===== config.mk =====
export PLATFORM = sky130hd
export DESIGN_NAME = write_enable_multi_flat
export DESIGN_NICKNAME = d
export VERILOG_FILES = /design/src/rtl/write_enable_multi_if.sv /design/src/rtl/write_enable_multi.sv /design/src/flat_wrapper.sv
export SDC_FILE = /design/constraint.sdc
export NUM_CORES = 1
export LEC_CHECK = 0
export ABC_AREA = 0
export BUFFER_PORTS_ARGS = -buffer_cell sky130_fd_sc_hd__buf_2
export CAP_MARGIN = 10
export CORE_ASPECT_RATIO = 0.6
export CORE_MARGIN = 4
export CORE_UTILIZATION = 37
export DETAILED_ROUTE_END_ITERATION = 10
export PLACE_DENSITY = 0.62
export REMOVE_ABC_BUFFERS = 1
export SLEW_MARGIN = 30
export SYNTH_ARGS = -nofsm -noshare
export SYNTH_HDL_FRONTEND = slang
export SYNTH_SLANG_ARGS = --single-unit
export TNS_END_PERCENT = 10

===== constraint.sdc =====
create_clock -name clk -period 1.8 [get_ports clk]
set_input_delay 0.36 -clock clk [delete_from_list [all_inputs] [get_ports clk]]
set_output_delay 0.36 -clock clk [all_outputs]
set_load 0.02 [all_outputs]

===== src/rtl/write_enable_multi_if.sv =====
// Bus bundle between the sweep source/control side and write_enable_multi.
// The master side supplies the sweep address and acquisition configuration.
// The slave side (the controller) returns the write enables and status.
interface write_enable_multi_if #(
  parameter int BRAM_WIDTH  = 5,
  parameter int COUNT_WIDTH = 16,
  parameter int N_CH        = 2
);
  logic                   restart;
  logic                   mode;
  logic [N_CH-1:0]        ch_en;
  logic [BRAM_WIDTH-1:0]  address;
  logic [BRAM_WIDTH-1:0]  addr_max;
  logic [COUNT_WIDTH-1:0] count_max;
  logic [N_CH-1:0]        wen;
  logic                   init;
  logic [COUNT_WIDTH-1:0] count;
  logic                   busy;
  logic                   done;

  modport master (
    output restart, mode, ch_en, address, addr_max, count_max,
    input  wen, init, count, busy, done
  );

  modport slave (
    input  restart, mode, ch_en, address, addr_max, count_max,
    output wen, init, count, busy, done
  );
endinterface


===== src/rtl/write_enable_multi.sv =====
// Multi-channel BRAM write-enable controller.
// After a restart it waits for a sweep boundary, then enables the selected
// channels for count_max+1 full sweeps, flagging the first sweep with init so
// the accumulators overwrite instead of adding. Single-shot or continuous.
module write_enable_multi #(
  parameter int BRAM_WIDTH  = 5,
  parameter int COUNT_WIDTH = 16,
  parameter int N_CH        = 2
) (
  input  logic                      clk,
  input  logic                      rst,
  write_enable_multi_if.slave       bus
);

  typedef enum logic [1:0] {
    IDLE = 2'd0,
    ARM  = 2'd1,
    ACQ  = 2'd2
  } state_t;

  state_t                 r_state;
  state_t                 w_state_nxt;

  // Configuration captured on restart, held for the whole acquisition.
  logic                   r_mode_l;
  logic [N_CH-1:0]        r_ch_en_l;
  logic [COUNT_WIDTH-1:0] r_count_max_l;
  logic                   w_mode_nxt;
  logic [N_CH-1:0]        w_ch_en_nxt;
  logic [COUNT_WIDTH-1:0] w_count_max_nxt;

  // Registered outputs and their next values.
  logic [N_CH-1:0]        r_wen;
  logic                   r_init;
  logic [COUNT_WIDTH-1:0] r_count;
  logic                   r_busy;
  logic                   r_done;
  logic [N_CH-1:0]        w_wen_nxt;
  logic                   w_init_nxt;
  logic [COUNT_WIDTH-1:0] w_count_nxt;
  logic                   w_done_nxt;

  logic                   w_end;
  logic                   w_last_sweep;

  // Sweep counter increment; wraps naturally modulo 2^COUNT_WIDTH.
  function automatic logic [COUNT_WIDTH-1:0] f_count_inc(
    input logic [COUNT_WIDTH-1:0] val
  );
    return val + {{(COUNT_WIDTH-1){1'b0}}, 1'b1};
  endfunction

  // A sweep ends on the cycle its last address is presented.
  assign w_end        = (bus.address == bus.addr_max);
  assign w_last_sweep = (r_count == r_count_max_l);

  // State register; reset drops straight back to IDLE even mid-acquisition.
  always_ff @(posedge clk or posedge rst) begin
    if (rst) begin
      r_state <= IDLE;
    end else begin
      r_state <= w_state_nxt;
    end
  end

  // Next-state and next-output decode. A restart always wins over any sweep
  // boundary event, so a re-arm never emits a done pulse.
  always_comb begin
    w_state_nxt     = r_state;
    w_mode_nxt      = r_mode_l;
    w_ch_en_nxt     = r_ch_en_l;
    w_count_max_nxt = r_count_max_l;
    w_wen_nxt       = r_wen;
    w_init_nxt      = r_init;
    w_count_nxt     = r_count;
    w_done_nxt      = 1'b0;

    if (bus.restart) begin
      w_mode_nxt      = bus.mode;
      w_ch_en_nxt     = bus.ch_en;
      w_count_max_nxt = bus.count_max;
      w_wen_nxt       = '0;
      w_init_nxt      = 1'b0;
      w_count_nxt     = '0;
      w_state_nxt     = ARM;
    end else begin
      case (r_state)
        IDLE: begin
          w_wen_nxt  = '0;
          w_init_nxt = 1'b0;
        end

        // Wait for a sweep boundary so the first enabled cycle is address 0.
        ARM: begin
          if (w_end) begin
            w_state_nxt = ACQ;
            w_wen_nxt   = r_ch_en_l;
            w_init_nxt  = 1'b1;
          end
        end

        ACQ: begin
          w_wen_nxt = r_ch_en_l;
          if (w_end) begin
            if (w_last_sweep) begin
              w_done_nxt = 1'b1;
              if (r_mode_l) begin
                // Continuous: the next acquisition starts immediately and
                // its first sweep overwrites again.
                w_count_nxt = '0;
                w_init_nxt  = 1'b1;
              end else begin
                w_count_nxt = f_count_inc(r_count);
                w_wen_nxt   = '0;
                w_init_nxt  = 1'b0;
                w_state_nxt = IDLE;
              end
            end else begin
              w_count_nxt = f_count_inc(r_count);
              w_init_nxt  = 1'b0;
            end
          end
        end

        default: begin
          w_state_nxt = IDLE;
          w_wen_nxt   = '0;
          w_init_nxt  = 1'b0;
        end
      endcase
    end
  end

  // Latched configuration; cleared by reset so a stale mask cannot leak.
  always_ff @(posedge clk or posedge rst) begin
    if (rst) begin
      r_mode_l      <= 1'b0;
      r_ch_en_l     <= '0;
      r_count_max_l <= '0;
    end else begin
      r_mode_l      <= w_mode_nxt;
      r_ch_en_l     <= w_ch_en_nxt;
      r_count_max_l <= w_count_max_nxt;
    end
  end

  // Output registers; busy tracks the state being entered so it is glitch-free.
  always_ff @(posedge clk or posedge rst) begin
    if (rst) begin
      r_wen   <= '0;
      r_init  <= 1'b0;
      r_count <= '0;
      r_busy  <= 1'b0;
      r_done  <= 1'b0;
    end else begin
      r_wen   <= w_wen_nxt;
      r_init  <= w_init_nxt;
      r_count <= w_count_nxt;
      r_busy  <= (w_state_nxt != IDLE);
      r_done  <= w_done_nxt;
    end
  end

  assign bus.wen   = r_wen;
  assign bus.init  = r_init;
  assign bus.count = r_count;
  assign bus.busy  = r_busy;
  assign bus.done  = r_done;

endmodule

===== src/flat_wrapper.sv =====
// flat-port wrapper written by rule: the top's interface ports become plain ports
module write_enable_multi_flat 
#(
  parameter int BRAM_WIDTH  = 5,
  parameter int COUNT_WIDTH = 16,
  parameter int N_CH        = 2
)
  (clk, rst, bus_restart, bus_mode, bus_ch_en, bus_address, bus_addr_max, bus_count_max, bus_wen, bus_init, bus_count, bus_busy, bus_done);
  write_enable_multi_if #(.BRAM_WIDTH(BRAM_WIDTH), .COUNT_WIDTH(COUNT_WIDTH), .N_CH(N_CH)) bus_i ();
  input  logic clk;
  input  logic rst;
  input wire logic [$bits(bus_i.restart)-1:0] bus_restart;
  input wire logic [$bits(bus_i.mode)-1:0] bus_mode;
  input wire logic [$bits(bus_i.ch_en)-1:0] bus_ch_en;
  input wire logic [$bits(bus_i.address)-1:0] bus_address;
  input wire logic [$bits(bus_i.addr_max)-1:0] bus_addr_max;
  input wire logic [$bits(bus_i.count_max)-1:0] bus_count_max;
  output wire logic [$bits(bus_i.wen)-1:0] bus_wen;
  output wire logic [$bits(bus_i.init)-1:0] bus_init;
  output wire logic [$bits(bus_i.count)-1:0] bus_count;
  output wire logic [$bits(bus_i.busy)-1:0] bus_busy;
  output wire logic [$bits(bus_i.done)-1:0] bus_done;
  assign bus_i.restart = bus_restart;
  assign bus_i.mode = bus_mode;
  assign bus_i.ch_en = bus_ch_en;
  assign bus_i.address = bus_address;
  assign bus_i.addr_max = bus_addr_max;
  assign bus_i.count_max = bus_count_max;
  assign bus_wen = bus_i.wen;
  assign bus_init = bus_i.init;
  assign bus_count = bus_i.count;
  assign bus_busy = bus_i.busy;
  assign bus_done = bus_i.done;
  write_enable_multi #(.BRAM_WIDTH(BRAM_WIDTH), .COUNT_WIDTH(COUNT_WIDTH), .N_CH(N_CH)) u_core (.clk(clk), .rst(rst), .bus(bus_i));
endmodule

# Word level (Yosys, flattened, before mapping)
# Cells that the tools add are included.
[totals]
out_inout_bits = 21
reg_bits = 42
wordCells = 49
inputBits = 32
[op_classes]
n_addsub = 1
mux = 27
reduce_logical = 6
n_eq_ne = 6
[op_table]
columns = ["operator", "count"]
rows = [
  ["16-bit two-way mux", 5],
  ["2-bit two-way mux", 10],
  ["16-bit by 1-bit adder with 16-bit output, second input constant", 1],
  ["16-bit equality test", 1],
  ["1-bit two-way mux", 9],
  ["3-bit by 2-bit != test with 1-bit output, second input constant", 2],
  ["2-bit one-hot mux with 3 select lines", 1],
  ["2-bit nonzero test", 3],
  ["5-bit equality test", 1],
  ["2-bit one-hot mux with 2 select lines", 1],
  ["2-bit AND reduction", 2],
  ["2-bit by 1-bit equality test with 1-bit output, second input constant", 1],
  ["2-bit equality test, second input constant", 1],
  ["2-bit logical NOT", 1],
  ["1-bit one-hot mux with 2 select lines", 1],
]

# Logic depth before layout (Yosys ltp)
[logic_depth]
ltp_word = 6
mapped_depth = 9
ltp_nobuf = 7

# Least setup slack after synthesis
# Ideal clock, no wire load.
[synth_timing]
kind = "reg-to-reg"
from = "reg u_core.r_state[0]"
to = "reg u_core.r_count[8] (netlist: u_core.bus.count[8])"
arrival_time_ns = 1.774
n_path_buf = 1
setup_time_ns = 0.078
stages_incl_launch_ff = 9
t_required_ns = 1.722
synth_period_minus_slack_ns = 1.853
path_slack_ns = -0.053
path_cell_list = "dfrtp_1 > inv_1 > ha_1 > inv_1 > nor3_2 > a21oi_1 > buf_2 > or4_1 > a21oi_1"
[synth_via]
elab_chain_cells = 3
[synth_lines]
columns = ["element", "line_no", "source"]
rows = [
  ["start, declared", "write_enable_multi.sv:21", "state_t r_state;"],
  ["start signal, assigned", "write_enable_multi.sv:62", "r_state <= w_state_nxt;"],
  ["2-bit equality test", "write_enable_multi.sv:87", "case (r_state)"],
  ["2-bit nonzero test (no source line)", "-", ""],
  ["2-bit AND reduction (no source line)", "-", ""],
  ["end signal, assigned", "write_enable_multi.sv:158", "r_count <= w_count_nxt;"],
  ["end, declared", "write_enable_multi.sv:35", "logic [COUNT_WIDTH-1:0] r_count;"],
]
# No other way between the ends.
# A chain may end at the register's enable or synchronous reset.

# Final worst setup path
[layout_timing]
from = "reg u_core.r_count[14] (netlist: u_core.bus.count[14])"
to = "reg u_core.r_count[9] (netlist: u_core.bus.count[9])"
[layout_via]
elab_chain_cells = 5
[layout_lines]
columns = ["element", "line_no", "source"]
rows = [
  ["16-bit equality test", "write_enable_multi.sv:55", "assign w_last_sweep = (r_count == r_count_max_l);"],
  ["16-bit two-way mux", "write_enable_multi.sv:105", "if (w_last_sweep) begin"],
  ["16-bit two-way mux", "write_enable_multi.sv:104", "if (w_end) begin"],
  ["16-bit two-way mux", "write_enable_multi.sv:87", ""],
  ["16-bit two-way mux", "write_enable_multi.sv:78", "if (bus.restart) begin"],
]
# No other way between the ends. The select of a mux whose other input is x is not followed.

==> impl_metrics.prom <==
# TYPE chip_impl_metric gauge
chip_impl_metric{name="cts_num_sinks",unit=""} 42
chip_impl_metric{name="period_utilisation_layout",unit=""} 1.02
chip_impl_metric{name="boundaryPins",unit=""} 53
chip_impl_metric{name="initial_utilization",unit=""} 0.383
chip_impl_metric{name="grt_overflow",unit=""} 0
chip_impl_info{name="cts.root.buffer_cell",value="sky130_fd_sc_hd__clkbuf_8"} 1
chip_impl_info{name="cts_tree",value="yes"} 1
chip_impl_metric{name="synth_cell_type_count",unit=""} 40
chip_impl_info{name="worst-setup-path-type",value="reg2reg"} 1
chip_impl_metric{name="clock_latency",unit="ps"} 300
chip_impl_metric{name="report.final.hold_viol_count",unit=""} 0
chip_impl_metric{name="cts.clk_slew.worst_paths",unit="ps"} 90
chip_impl_metric{name="dp_hpwl",unit="um"} 4740
chip_impl_metric{name="hold_slack",unit="ps"} 177
chip_impl_info{name="start_kind",value="flip-flop"} 1
chip_impl_metric{name="synth.cell_area",unit="sq um"} 2350
chip_impl_metric{name="globalplace.congestion",unit=""} 0.888
chip_impl_metric{name="dieArea",unit="sq um"} 7740
chip_impl_metric{name="reported_max_cap_violation_count",unit=""} 0
chip_impl_metric{name="drt_first_pass_iters",unit=""} 4
chip_impl_metric{name="synth-edff-count",unit=""} 0
chip_impl_metric{name="drt-initial-drc-count",unit=""} 152
chip_impl_metric{name="grt_antenna_before_repair",unit=""} 0
chip_impl_info{name="violations_in_the_final_reports",value="setup timing"} 1
chip_impl_metric{name="drt_drc_violations_left",unit=""} 0
chip_impl_metric{name="yosysWarningCount",unit=""} 0
chip_impl_metric{name="routed_wire_length_per_instance",unit="um"} 15.8
chip_impl_metric{name="vias",unit=""} 2118
chip_impl_metric{name="cts_htree_levels",unit=""} 2
chip_impl_metric{name="clockBufferDepth",unit=""} 2
chip_impl_metric{name="arrival",unit="ps"} 2020
chip_impl_metric{name="place_worst_setup_slack",unit="ps"} -99.6
chip_impl_metric{name="antenna_cells",unit=""} 0
chip_impl_info{name="run_status",value="complete, but fails checks"} 1
chip_impl_metric{name="max_freq",unit="GHz"} 0.544
chip_impl_metric{name="final_max_slew_viol_count",unit=""} 0
chip_impl_metric{name="grt_start_max_net_pins",unit=""} 43
chip_impl_metric{name="final_nets",unit=""} 361
chip_impl_metric{name="floorplan.die.height",unit="um"} 69.8
chip_impl_metric{name="syn-mean-instance-area",unit="sq um"} 10.4
chip_impl_info{name="grt_setup_unrepaired",value="true"} 1
chip_impl_metric{name="fp.coreArea",unit="sq um"} 6140
chip_impl_metric{name="timing_worst_slew_pin_value",unit="ps"} 542
chip_impl_metric{name="leakagePower",unit="uW"} 0.00150
chip_impl_metric{name="cts_inserted_buffers",unit=""} 5
chip_impl_metric{name="grt_pass1_vias",unit=""} 2025
chip_impl_metric{name="critical_path.max_fanout",unit=""} 13
chip_impl_metric{name="synthArstFlopShare",unit=""} 1.00
chip_impl_metric{name="layout_min_cycle_time",unit="ps"} 1840
chip_impl_metric{name="tns",unit="ps"} -367
chip_impl_metric{name="totalPowerFinal",unit="uW"} 2070
chip_impl_metric{name="synth_seq_cells",unit=""} 42
chip_impl_metric{name="synth_seq_area_share",unit=""} 0.447
chip_impl_metric{name="antenna_left",unit=""} 0
chip_impl_metric{name="count_of_mapped_cells_out_of_synthesis",unit=""} 227
chip_impl_metric{name="viasPerCell",unit=""} 5.18
chip_impl_metric{name="holdBufCountCts",unit=""} 0
chip_impl_info{name="hold_path.class",value="in2async"} 1
chip_impl_metric{name="timing.slew.headroom",unit=""} 0.638
chip_impl_info{name="ys_dominant_reg_cell",value="sky130_fd_sc_hd__dfrtp_1"} 1
chip_impl_metric{name="max_vdd_drop",unit="mV"} 0.300
chip_impl_metric{name="cp.required",unit="ps"} 1980
chip_impl_metric{name="area_delta_synth_final",unit="%"} 34.8
chip_impl_metric{name="power.density_cell_area",unit="nW/um^2"} 653
chip_impl_metric{name="fin_util",unit=""} 0.517
chip_impl_metric{name="worst_slack",unit="ps"} -39.8
chip_impl_metric{name="fp.dieW",unit="um"} 111
chip_impl_metric{name="share_of_cells_above_drive_strength_1",unit=""} 0.458
chip_impl_metric{name="grt_usage",unit=""} 0.170
chip_impl_metric{name="setup_violations",unit=""} 17
chip_impl_metric{name="postRouteWirelength",unit="um"} 6450
chip_impl_metric{name="num_rows",unit=""} 22
chip_impl_info{name="setup.worst_path.end_class",value="flip-flop"} 1
chip_impl_metric{name="fin_worst_skew",unit="ps"} 5.88
chip_impl_metric{name="grt_first_pass_wirelength",unit="um"} 10600
chip_impl_metric{name="io_buffers",unit=""} 52
==> stage by stage <==
step	cells	instance area, sq um
final	409	3170
after global routing	409	3170
after CTS	408	3160
after global placement	395	2990
after detailed placement	395	2990
after floorplan	218	2300
==> cell families (layout without fill, tap and decap cells) <==
logic type,after synthesis,in the layout,share of synthesized area
AOI/OAI and AO/OA,46,46,0.137
xor gates and xnor gates,21,21,0.0782
adders and majority gates,5,5,0.0266
buffers and inverters,17,115,0.0346
DFF,42,42,0.447
muxes,20,20,0.0952
and+or+nand+nor,76,76,0.182
==> worst max-delay path, cell delays in order, from the launching register on <==
cell and delay [ps]:
sky130_fd_sc_hd__dfrtp_1 410, sky130_fd_sc_hd__xor2_1 170, sky130_fd_sc_hd__nor4_1 380, sky130_fd_sc_hd__nand4_2 150
sky130_fd_sc_hd__buf_6 180, sky130_fd_sc_hd__o31ai_4 210, sky130_fd_sc_hd__buf_12 160, sky130_fd_sc_hd__a21oi_1 50
==> repair_timing <==
action,4_1_cts,5_1_grt
setup endpoints to repair,21,20
gates cloned,1,0
setup buffers,4,1
resized for setup,15,1
pin swaps,7,2
==> state kept, by name, indices dropped and copies added, names as in the netlist <==
name,flops
u_core.bus.wen,2
u_core.bus.count,16
u_core.bus.busy,1
u_core.r_mode_l,1
u_core.r_ch_en_l,2
u_core.r_state,2
u_core.r_count_max_l,16
u_core.bus.init,1
u_core.bus.done,1
==> path summary, 6_finish.rpt <==
check / from / to / slack, ps / cells past startpoint
min reg2reg: u_core.bus.wen[1] / u_core.bus.wen[1] / 520 / 2
max reg2reg: u_core.bus.count[14] / u_core.bus.count[9] / -40 / 7
max: u_core.bus.count[14] / u_core.bus.count[9] / -40 / 7
min in group clk: bus_mode / u_core.r_mode_l / 270 / 3
max in group asynchronous: rst / u_core.bus.count[0] / 1220 / 3
min: rst / u_core.r_count_max_l[15] / 180 / 3
==> cell type report <==
| cell class | count | area (sq um) |
|---|---|---|
| repair buffers | 99 | 631 |
| clock buffers | 6 | 72.6 |
| clock inverters | 2 | 13.8 |
| multi-input cells | 168 | 1270 |
| inverters | 8 | 30.0 |
| flip-flops and latches | 42 | 1050 |
| fillers | 579 | 2970 |
| well taps | 84 | 105 |
==> cell usage in the layout, fill, tap and decap left out, types with 6 or more instances in the layout <==
cell type                 synthesis  final
sky130_fd_sc_hd__buf_2            2     53
sky130_fd_sc_hd__o31ai_1          7      7
sky130_fd_sc_hd__buf_4            0     43
sky130_fd_sc_hd__mux2_2          19     19
sky130_fd_sc_hd__nand3_1         13     13
sky130_fd_sc_hd__o21ai_0         13     13
sky130_fd_sc_hd__or3_1            6      6
sky130_fd_sc_hd__a21oi_1         14     12
sky130_fd_sc_hd__nor2_1          12     12
sky130_fd_sc_hd__nand2_1         13     12
sky130_fd_sc_hd__dfrtp_1         42     41
sky130_fd_sc_hd__xor2_1          18     18
==> where the power goes <==
part,internal [uW],switching (uW)
combinational,191,218
clock,274,348
sequential,1000,39.3
total,1470,606
==> cells in the mapped netlist (5+ instances only) <==
| master | instances | share of area |
|---|---|---|
| sky130_fd_sc_hd__a21oi_1 | 14 | 0.030 |
| sky130_fd_sc_hd__dfrtp_1 | 42 | 0.45 |
| sky130_fd_sc_hd__ha_1 | 5 | 0.027 |
| sky130_fd_sc_hd__inv_1 | 7 | 0.011 |
| sky130_fd_sc_hd__mux2_2 | 19 | 0.091 |
| sky130_fd_sc_hd__nand2_1 | 13 | 0.021 |
| sky130_fd_sc_hd__nand3_1 | 13 | 0.028 |
| sky130_fd_sc_hd__nor2_1 | 12 | 0.019 |
| sky130_fd_sc_hd__nor3_1 | 5 | 0.011 |
| sky130_fd_sc_hd__o21ai_0 | 13 | 0.028 |
| sky130_fd_sc_hd__o31ai_1 | 7 | 0.022 |
| sky130_fd_sc_hd__or3_1 | 6 | 0.016 |
| sky130_fd_sc_hd__or4_1 | 6 | 0.019 |
| sky130_fd_sc_hd__xor2_1 | 18 | 0.067 |
==> routing by layer <==
metal,up-vias,GRT usage,part of all wire
met3,3,0.0610,0.092
met4,0,0.0328,0.0033
li1,1030,-,-
met2,81,0.218,0.38
met5,-,0,0
met1,1004,0.266,0.53
(Power assumes the default switching activity.)
